File: src/rtl/accelerator_vector_integer_feeder.sv
// Sequencing front end for streamed vector integer units: buffers two operand
// vectors, streams element pairs downstream one at a time and collects the results.
module accelerator_vector_integer_feeder #(
    parameter int DATA_SIZE    = 64,
    parameter int ADDRESS_SIZE = 4
) (
    input  logic                    CLK,
    input  logic                    RST,
    input  logic                    START,
    output logic                    READY,
    output logic                    BUSY,
    output logic                    ERROR,
    output logic                    OVERFLOW_OUT,
    input  logic                    OPERATION,
    input  logic [ADDRESS_SIZE:0]   LENGTH,
    input  logic                    WRITE_ENABLE,
    input  logic                    WRITE_SELECT,
    input  logic [ADDRESS_SIZE-1:0] WRITE_ADDRESS,
    input  logic [DATA_SIZE-1:0]    WRITE_DATA,
    input  logic [ADDRESS_SIZE-1:0] READ_ADDRESS,
    output logic [DATA_SIZE-1:0]    READ_DATA,
    output logic                    VECTOR_START,
    input  logic                    VECTOR_READY,
    output logic                    VECTOR_OPERATION,
    output logic [DATA_SIZE-1:0]    VECTOR_SIZE_IN,
    output logic                    VECTOR_DATA_A_IN_ENABLE,
    output logic                    VECTOR_DATA_B_IN_ENABLE,
    output logic [DATA_SIZE-1:0]    VECTOR_DATA_A_IN,
    output logic [DATA_SIZE-1:0]    VECTOR_DATA_B_IN,
    input  logic                    VECTOR_DATA_OUT_ENABLE,
    input  logic [DATA_SIZE-1:0]    VECTOR_DATA_OUT,
    input  logic                    VECTOR_OVERFLOW_OUT
);
    localparam int DEPTH = 2 ** ADDRESS_SIZE;
    localparam logic [ADDRESS_SIZE:0]   DEPTH_LEN = (ADDRESS_SIZE + 1)'(DEPTH);
    localparam logic [ADDRESS_SIZE:0]   ONE_LEN   = (ADDRESS_SIZE + 1)'(1);
    localparam logic [ADDRESS_SIZE-1:0] ONE_INDEX = ADDRESS_SIZE'(1);

    typedef enum logic [2:0] {
        ST_IDLE   = 3'd0,
        ST_LAUNCH = 3'd1,
        ST_FETCH  = 3'd2,
        ST_SEND   = 3'd3,
        ST_WAIT   = 3'd4,
        ST_DONE   = 3'd5
    } state_t;

    state_t                  state_r;
    logic [ADDRESS_SIZE-1:0] index_r;
    logic [ADDRESS_SIZE:0]   length_r;
    logic                    overflow_acc_r;

    logic [DATA_SIZE-1:0] operand_a_r [DEPTH];
    logic [DATA_SIZE-1:0] operand_b_r [DEPTH];
    logic [DATA_SIZE-1:0] result_r    [DEPTH];

    logic [ADDRESS_SIZE:0] start_length_s;
    logic                  last_element_s;
    logic                  capture_s;
    logic                  overflow_next_s;

    // Saturate the requested length and decode the capture condition
    always_comb begin
        if (LENGTH > DEPTH_LEN) begin
            start_length_s = DEPTH_LEN;
        end else begin
            start_length_s = LENGTH;
        end
        last_element_s  = ({1'b0, index_r} == (length_r - ONE_LEN));
        capture_s       = (state_r == ST_WAIT) && VECTOR_DATA_OUT_ENABLE;
        overflow_next_s = overflow_acc_r | VECTOR_OVERFLOW_OUT;
    end

    // Sequencer: launches the downstream unit, walks the element index, reports the run
    always_ff @(posedge CLK) begin
        if (RST) begin
            state_r                 <= ST_IDLE;
            index_r                 <= '0;
            length_r                <= '0;
            overflow_acc_r          <= 1'b0;
            READY                   <= 1'b0;
            BUSY                    <= 1'b0;
            ERROR                   <= 1'b0;
            OVERFLOW_OUT            <= 1'b0;
            VECTOR_START            <= 1'b0;
            VECTOR_DATA_A_IN_ENABLE <= 1'b0;
            VECTOR_DATA_B_IN_ENABLE <= 1'b0;
            VECTOR_OPERATION        <= 1'b0;
            VECTOR_SIZE_IN          <= '0;
            VECTOR_DATA_A_IN        <= '0;
            VECTOR_DATA_B_IN        <= '0;
        end else begin
            READY                   <= 1'b0;
            ERROR                   <= 1'b0;
            OVERFLOW_OUT            <= 1'b0;
            VECTOR_START            <= 1'b0;
            VECTOR_DATA_A_IN_ENABLE <= 1'b0;
            VECTOR_DATA_B_IN_ENABLE <= 1'b0;
            case (state_r)
                ST_IDLE: begin
                    if (START) begin
                        VECTOR_OPERATION <= OPERATION;
                        VECTOR_SIZE_IN   <= DATA_SIZE'(start_length_s);
                        length_r         <= start_length_s;
                        overflow_acc_r   <= 1'b0;
                        index_r          <= '0;
                        BUSY             <= 1'b1;
                        if (start_length_s == '0) begin
                            state_r <= ST_DONE;
                            READY   <= 1'b1;
                        end else begin
                            state_r      <= ST_LAUNCH;
                            VECTOR_START <= 1'b1;
                        end
                    end
                end
                ST_LAUNCH: begin
                    state_r <= ST_FETCH;
                end
                ST_FETCH: begin
                    if (VECTOR_READY) begin
                        state_r      <= ST_DONE;
                        READY        <= 1'b1;
                        ERROR        <= 1'b1;
                        OVERFLOW_OUT <= overflow_acc_r;
                    end else begin
                        VECTOR_DATA_A_IN        <= operand_a_r[index_r];
                        VECTOR_DATA_B_IN        <= operand_b_r[index_r];
                        VECTOR_DATA_A_IN_ENABLE <= 1'b1;
                        VECTOR_DATA_B_IN_ENABLE <= 1'b1;
                        state_r                 <= ST_SEND;
                    end
                end
                ST_SEND: begin
                    if (VECTOR_READY) begin
                        state_r      <= ST_DONE;
                        READY        <= 1'b1;
                        ERROR        <= 1'b1;
                        OVERFLOW_OUT <= overflow_acc_r;
                    end else begin
                        state_r <= ST_WAIT;
                    end
                end
                ST_WAIT: begin
                    // A result on the final element wins over a simultaneous VECTOR_READY
                    if (VECTOR_DATA_OUT_ENABLE) begin
                        overflow_acc_r <= overflow_next_s;
                        if (last_element_s) begin
                            state_r      <= ST_DONE;
                            READY        <= 1'b1;
                            OVERFLOW_OUT <= overflow_next_s;
                        end else begin
                            index_r <= index_r + ONE_INDEX;
                            state_r <= ST_FETCH;
                        end
                    end else if (VECTOR_READY) begin
                        state_r      <= ST_DONE;
                        READY        <= 1'b1;
                        ERROR        <= 1'b1;
                        OVERFLOW_OUT <= overflow_acc_r;
                    end else begin
                        state_r <= ST_WAIT;
                    end
                end
                ST_DONE: begin
                    state_r <= ST_IDLE;
                    BUSY    <= 1'b0;
                end
                default: begin
                    state_r <= ST_IDLE;
                    BUSY    <= 1'b0;
                end
            endcase
        end
    end

    // Operand buffers: host writes land only while idle; contents survive reset
    always_ff @(posedge CLK) begin
        if (WRITE_ENABLE && (state_r == ST_IDLE) && !RST) begin
            if (WRITE_SELECT) begin
                operand_b_r[WRITE_ADDRESS] <= WRITE_DATA;
            end else begin
                operand_a_r[WRITE_ADDRESS] <= WRITE_DATA;
            end
        end
    end

    // Result buffer capture from the downstream unit
    always_ff @(posedge CLK) begin
        if (capture_s && !RST) begin
            result_r[index_r] <= VECTOR_DATA_OUT;
        end
    end

    // Registered host read port; a same-cycle capture returns the previous word
    always_ff @(posedge CLK) begin
        if (RST) begin
            READ_DATA <= '0;
        end else begin
            READ_DATA <= result_r[READ_ADDRESS];
        end
    end

endmodule
File: config.mk
export PLATFORM = sky130hd
export DESIGN_NAME = accelerator_vector_integer_feeder
export DESIGN_NICKNAME = d
export VERILOG_FILES = /design/src/rtl/accelerator_vector_integer_feeder.sv
export SDC_FILE = /design/constraint.sdc
export NUM_CORES = 2
export LEC_CHECK = 0
export CORE_MARGIN = 2
export CORE_UTILIZATION = 30
export DETAILED_ROUTE_END_ITERATION = 7
export SETUP_SLACK_MARGIN = 0.02
export SLEW_MARGIN = 20
export SYNTH_ARGS = -nofsm -noshare
export SYNTH_HDL_FRONTEND = slang
export SYNTH_SLANG_ARGS = --single-unit
export TNS_END_PERCENT = 100
File: constraint.sdc
create_clock -name CLK -period 8.1 [get_ports CLK]
set_input_delay 0.81 -clock CLK [delete_from_list [all_inputs] [get_ports CLK]]
set_output_delay 0.81 -clock CLK [all_outputs]
set_load 0.02 [all_outputs]
==> impl_metrics.env <==
export IMPL_outcome="finished, final reports clean"
export IMPL_synth_xor_area_share_pct=0.0358
export IMPL_skew_ns=0.0684
export IMPL_path_clk_slew_ns=0.06
export IMPL_cts_resized=0
export IMPL_ys_async_sr_fraction_pct=0
export IMPL_power_density_nw_per_um2=247
export IMPL_synth_commonest_cells="edfxtp_1 (3072), mux4_2 (832), a21oi_1 (268)"
export IMPL_rsz0062_at_grt="no"
export IMPL_report_final_slew_viol_count=0
export IMPL_synth_ff_type="edfxtp_1"
export IMPL_critPathRequiredTime_ns=8.59
export IMPL_via_count=57300
export IMPL_synth_seq_area_share_pct=78.9
export IMPL_wire_per_inst_um=26.9
export IMPL_cp_max_fo=38
export IMPL_tritoncts="built"
export IMPL_synth_edf_count=3072
export IMPL_max_cap_viol_count=0
export IMPL_hp_start="RST"
export IMPL_die_area_um2=413000
export IMPL_synthMuxAreaShare_pct=15.3
export IMPL_top_level_ports=414
export IMPL_worstSkewPairLatency_ns=0.94
export IMPL_ys_seq_elements=3284
export IMPL_pre_cts_ws_ns=3.15
export IMPL_post_route_util_pct=35.5
export IMPL_port_buffers=354
export IMPL_holdBufCountCts=0
export IMPL_drtPass1Iterations=5
export IMPL_cts_htree_levels=5
export IMPL_synth_adder_area_share_pct=0.0512
export IMPL_grt_pass1_wl_um=444000
export IMPL_grt_total_usage_pct=14.8
export IMPL_wl_met1_um=127000
export IMPL_hold_path_class="in -> reg"
export IMPL_synth_top_cell_by_area="edfxtp_1"
export IMPL_postRouteAntennaNets=0
export IMPL_r2r_start="state_r[0]"
export IMPL_worst_slack_ns=3.69
export IMPL_ir_drop_mv=0.186
export IMPL_cp_cell_sequence="or2_2, nor2_2, and3_1, nand2_1, nor2_4, buf_4"
export IMPL_tightest_slew_ns=1.10
export IMPL_holdPathStages=2
export IMPL_setup_viol=0
export IMPL_drive_gt1_share_pct=25.5
export IMPL_max_slew_margin_pct=26.8
export IMPL_critPathArrivalTime_ns=4.90
export IMPL_die_w_um=642
export IMPL_drc=0
export IMPL_endpoint_kind="flop"
export IMPL_yosys_warnings=0
export IMPL_cp_start_kind="flop"
export IMPL_hold_viol_final=0
export IMPL_design_core_area_um2=406000
export IMPL_clock_sinks=3284
export IMPL_fmax_mhz=227
export IMPL_post_cts_buffers=0
export IMPL_wl_met3_um=19700
export IMPL_initial_utilization_pct=30.1
export IMPL_critPathMaxStageDelay_ns=0.86
export IMPL_final_nets=6055
export IMPL_critPathBufInv=1
export IMPL_synth_cell_types=50
export IMPL_yosysTopAreaCellShare_pct=75.4
export IMPL_reg2reg_setup_slack_ns=3.69
export IMPL_ctsRootBufferMaster="clkbuf_16"
export IMPL_cts_buffers=335
export IMPL_synth_top_family_by_area="multiplexers"
export IMPL_grt_pass1_vias=59300
export IMPL_fin_setup_tns_ns=0
export IMPL_leakage_uw=0.0434
export IMPL_gp_routability_congestion=0.735
export IMPL_path_class="reg -> reg"
export IMPL_finalCriticalPeriod_ns=4.41
export IMPL_timing_final_crit_share_pct=54.5
export IMPL_wl_um=313000
export IMPL_antenna_found_initial=67
export IMPL_holdPathEnd="ERROR"
export IMPL_die_height_um=642
export IMPL_grt_start_max_net_pins=138
export IMPL_synth_area_leaders="edfxtp_1 (75%), mux4_2 (15%), dfxtp_1 (3.5%), a21oi_1 (1.1%), a22o_1 (0.66%)"
export IMPL_vias_per_cell=4.93
export IMPL_worstRegToRegCells=6
export IMPL_yosysMostFrequentCell="edfxtp_1"
export IMPL_drt_iter0_drc=5840
export IMPL_netlist_area_um2=122000
export IMPL_area_delta_synth_final_pct=17.8
export IMPL_netlist_instances=5369
export IMPL_rows=234
export IMPL_grt_remaining_overflow=0
export IMPL_timing_rr_end="result_r[9][11]"
export IMPL_highest_layer="met5"
export IMPL_yosys_area_share_simple_pct=1.26
export IMPL_synth_avg_cell_area_um2=22.8
export IMPL_dp_hpwl_um=176000
export IMPL_critPathTopFamily="simple AND/OR/NAND/NOR gates"
export IMPL_synth_compound_gate_area_share_pct=2.88
export IMPL_critPathSlowestCell="nor2_4"
export IMPL_wl_met2_um=159000
export IMPL_cts_path_max_buffers=4
==> routing by layer <==
layer	GRT usage, %	up-vias
li1	-	23700
met1	19.2	31000
met2	25.6	2060
met3	2.56	470
met4	3.61	42
met5	0	-
==> layout by cell type, fill, tap and decap left out, drive strengths merged, types with 3 or more instances in the layout <==
| master | instances |
|---|---|
| edfxtp | 3072 |
| conb | 59 |
| mux2i | 3 |
| o21ai | 4 |
| and2 | 3 |
| a22o | 92 |
| nor3 | 12 |
| and3 | 3 |
| nor2b | 69 |
| mux4 | 832 |
| buf | 183 |
| a21oi | 268 |
| a22oi | 72 |
| xnor2 | 4 |
| nand2 | 24 |
| nand3b | 6 |
| ha | 5 |
| clkinvlp | 12 |
| nand3 | 4 |
| nand2b | 10 |
| a211oi | 94 |
| nor2 | 185 |
| clkbuf | 440 |
| bufinv | 37 |
| inv | 18 |
| dfxtp | 212 |
| diode | 15 |
| clkdlybuf4s50 | 316 |
| clkinv | 120 |
==> metrics by stage <==
stage	std cells	instance area [µm²]	hold WS [ns]	power (µW)
after CTS	11600	144000	0.282	36000
after detailed placement	11000	133000	0.455	20200
final	11600	144000	0.351	35600
after global placement	11000	133000	0.451	20200
after floorplan	5427	123000	0.466	19600
after global routing	11600	144000	0.357	36700
==> how the worst max path moves through the flow <==
stage / cells after the start / to / from / slack [ns]
finish: 6 / result_r[9][11] / state_r[0] / 3.69
global route: 6 / result_r[9][16] / state_r[0] / 3.47
CTS: 6 / result_r[9][16] / state_r[0] / 3.56
detailed placement: 6 / result_r[9][9] / RST / 3.15
global placement: 6 / operand_a_r[9][34] / RST / 3.12
floorplan: 4 / operand_a_r[4][0] / WRITE_ADDRESS[2] / 1.79
==> where the power goes <==
part / leakage, µW / internal [µW] / switching [µW] / total [µW]
sequential: 0.0293 / 18600 / 77.4 / 18700
clock: 0.00549 / 9200 / 6570 / 15800
combinational: 0.00860 / 419 / 715 / 1130
==> cells by family (layout without fill, tap and decap cells) <==
family                     count (synthesis)  after routing
AOI/OAI and AO/OA                        543            543
xor gates and xnor gates                   5              5
other                                      1             74
DFF                                     3284           3284
adders and majority gates                  5              5
and+or+nand+nor                          327            327
muxes                                    835            835
buffers and inverters                    369           1126
==> registers in the layout (all words and copies together) (netlist names) <==
| name | cells |
|---|---|
| result_r | 1024 |
| operand_b_r | 1024 |
| READ_DATA | 64 |
| VECTOR_OPERATION | 1 |
| overflow_acc_r | 1 |
| READY | 1 |
| operand_a_r | 1024 |
| ERROR | 1 |
| VECTOR_DATA_A_IN | 64 |
| BUSY | 1 |
| OVERFLOW_OUT | 1 |
| VECTOR_SIZE_IN | 5 |
| VECTOR_START | 1 |
| index_r | 4 |
| VECTOR_DATA_B_IN_ENABLE | 1 |
| state_r | 3 |
| VECTOR_DATA_B_IN | 64 |
==> area by class of cell <==
type | count | area [µm²]
repair buffers | 499 | 4810
diodes | 15 | 37.5
inverters | 6 | 22.5
well taps | 5428 | 6790
clock inverters | 181 | 2150
clock buffers | 440 | 9140
multi-input cells | 1774 | 24500
fillers | 37000 | 262000
flip-flops and latches | 3284 | 96500
Power figures use the tool's default switching activity.
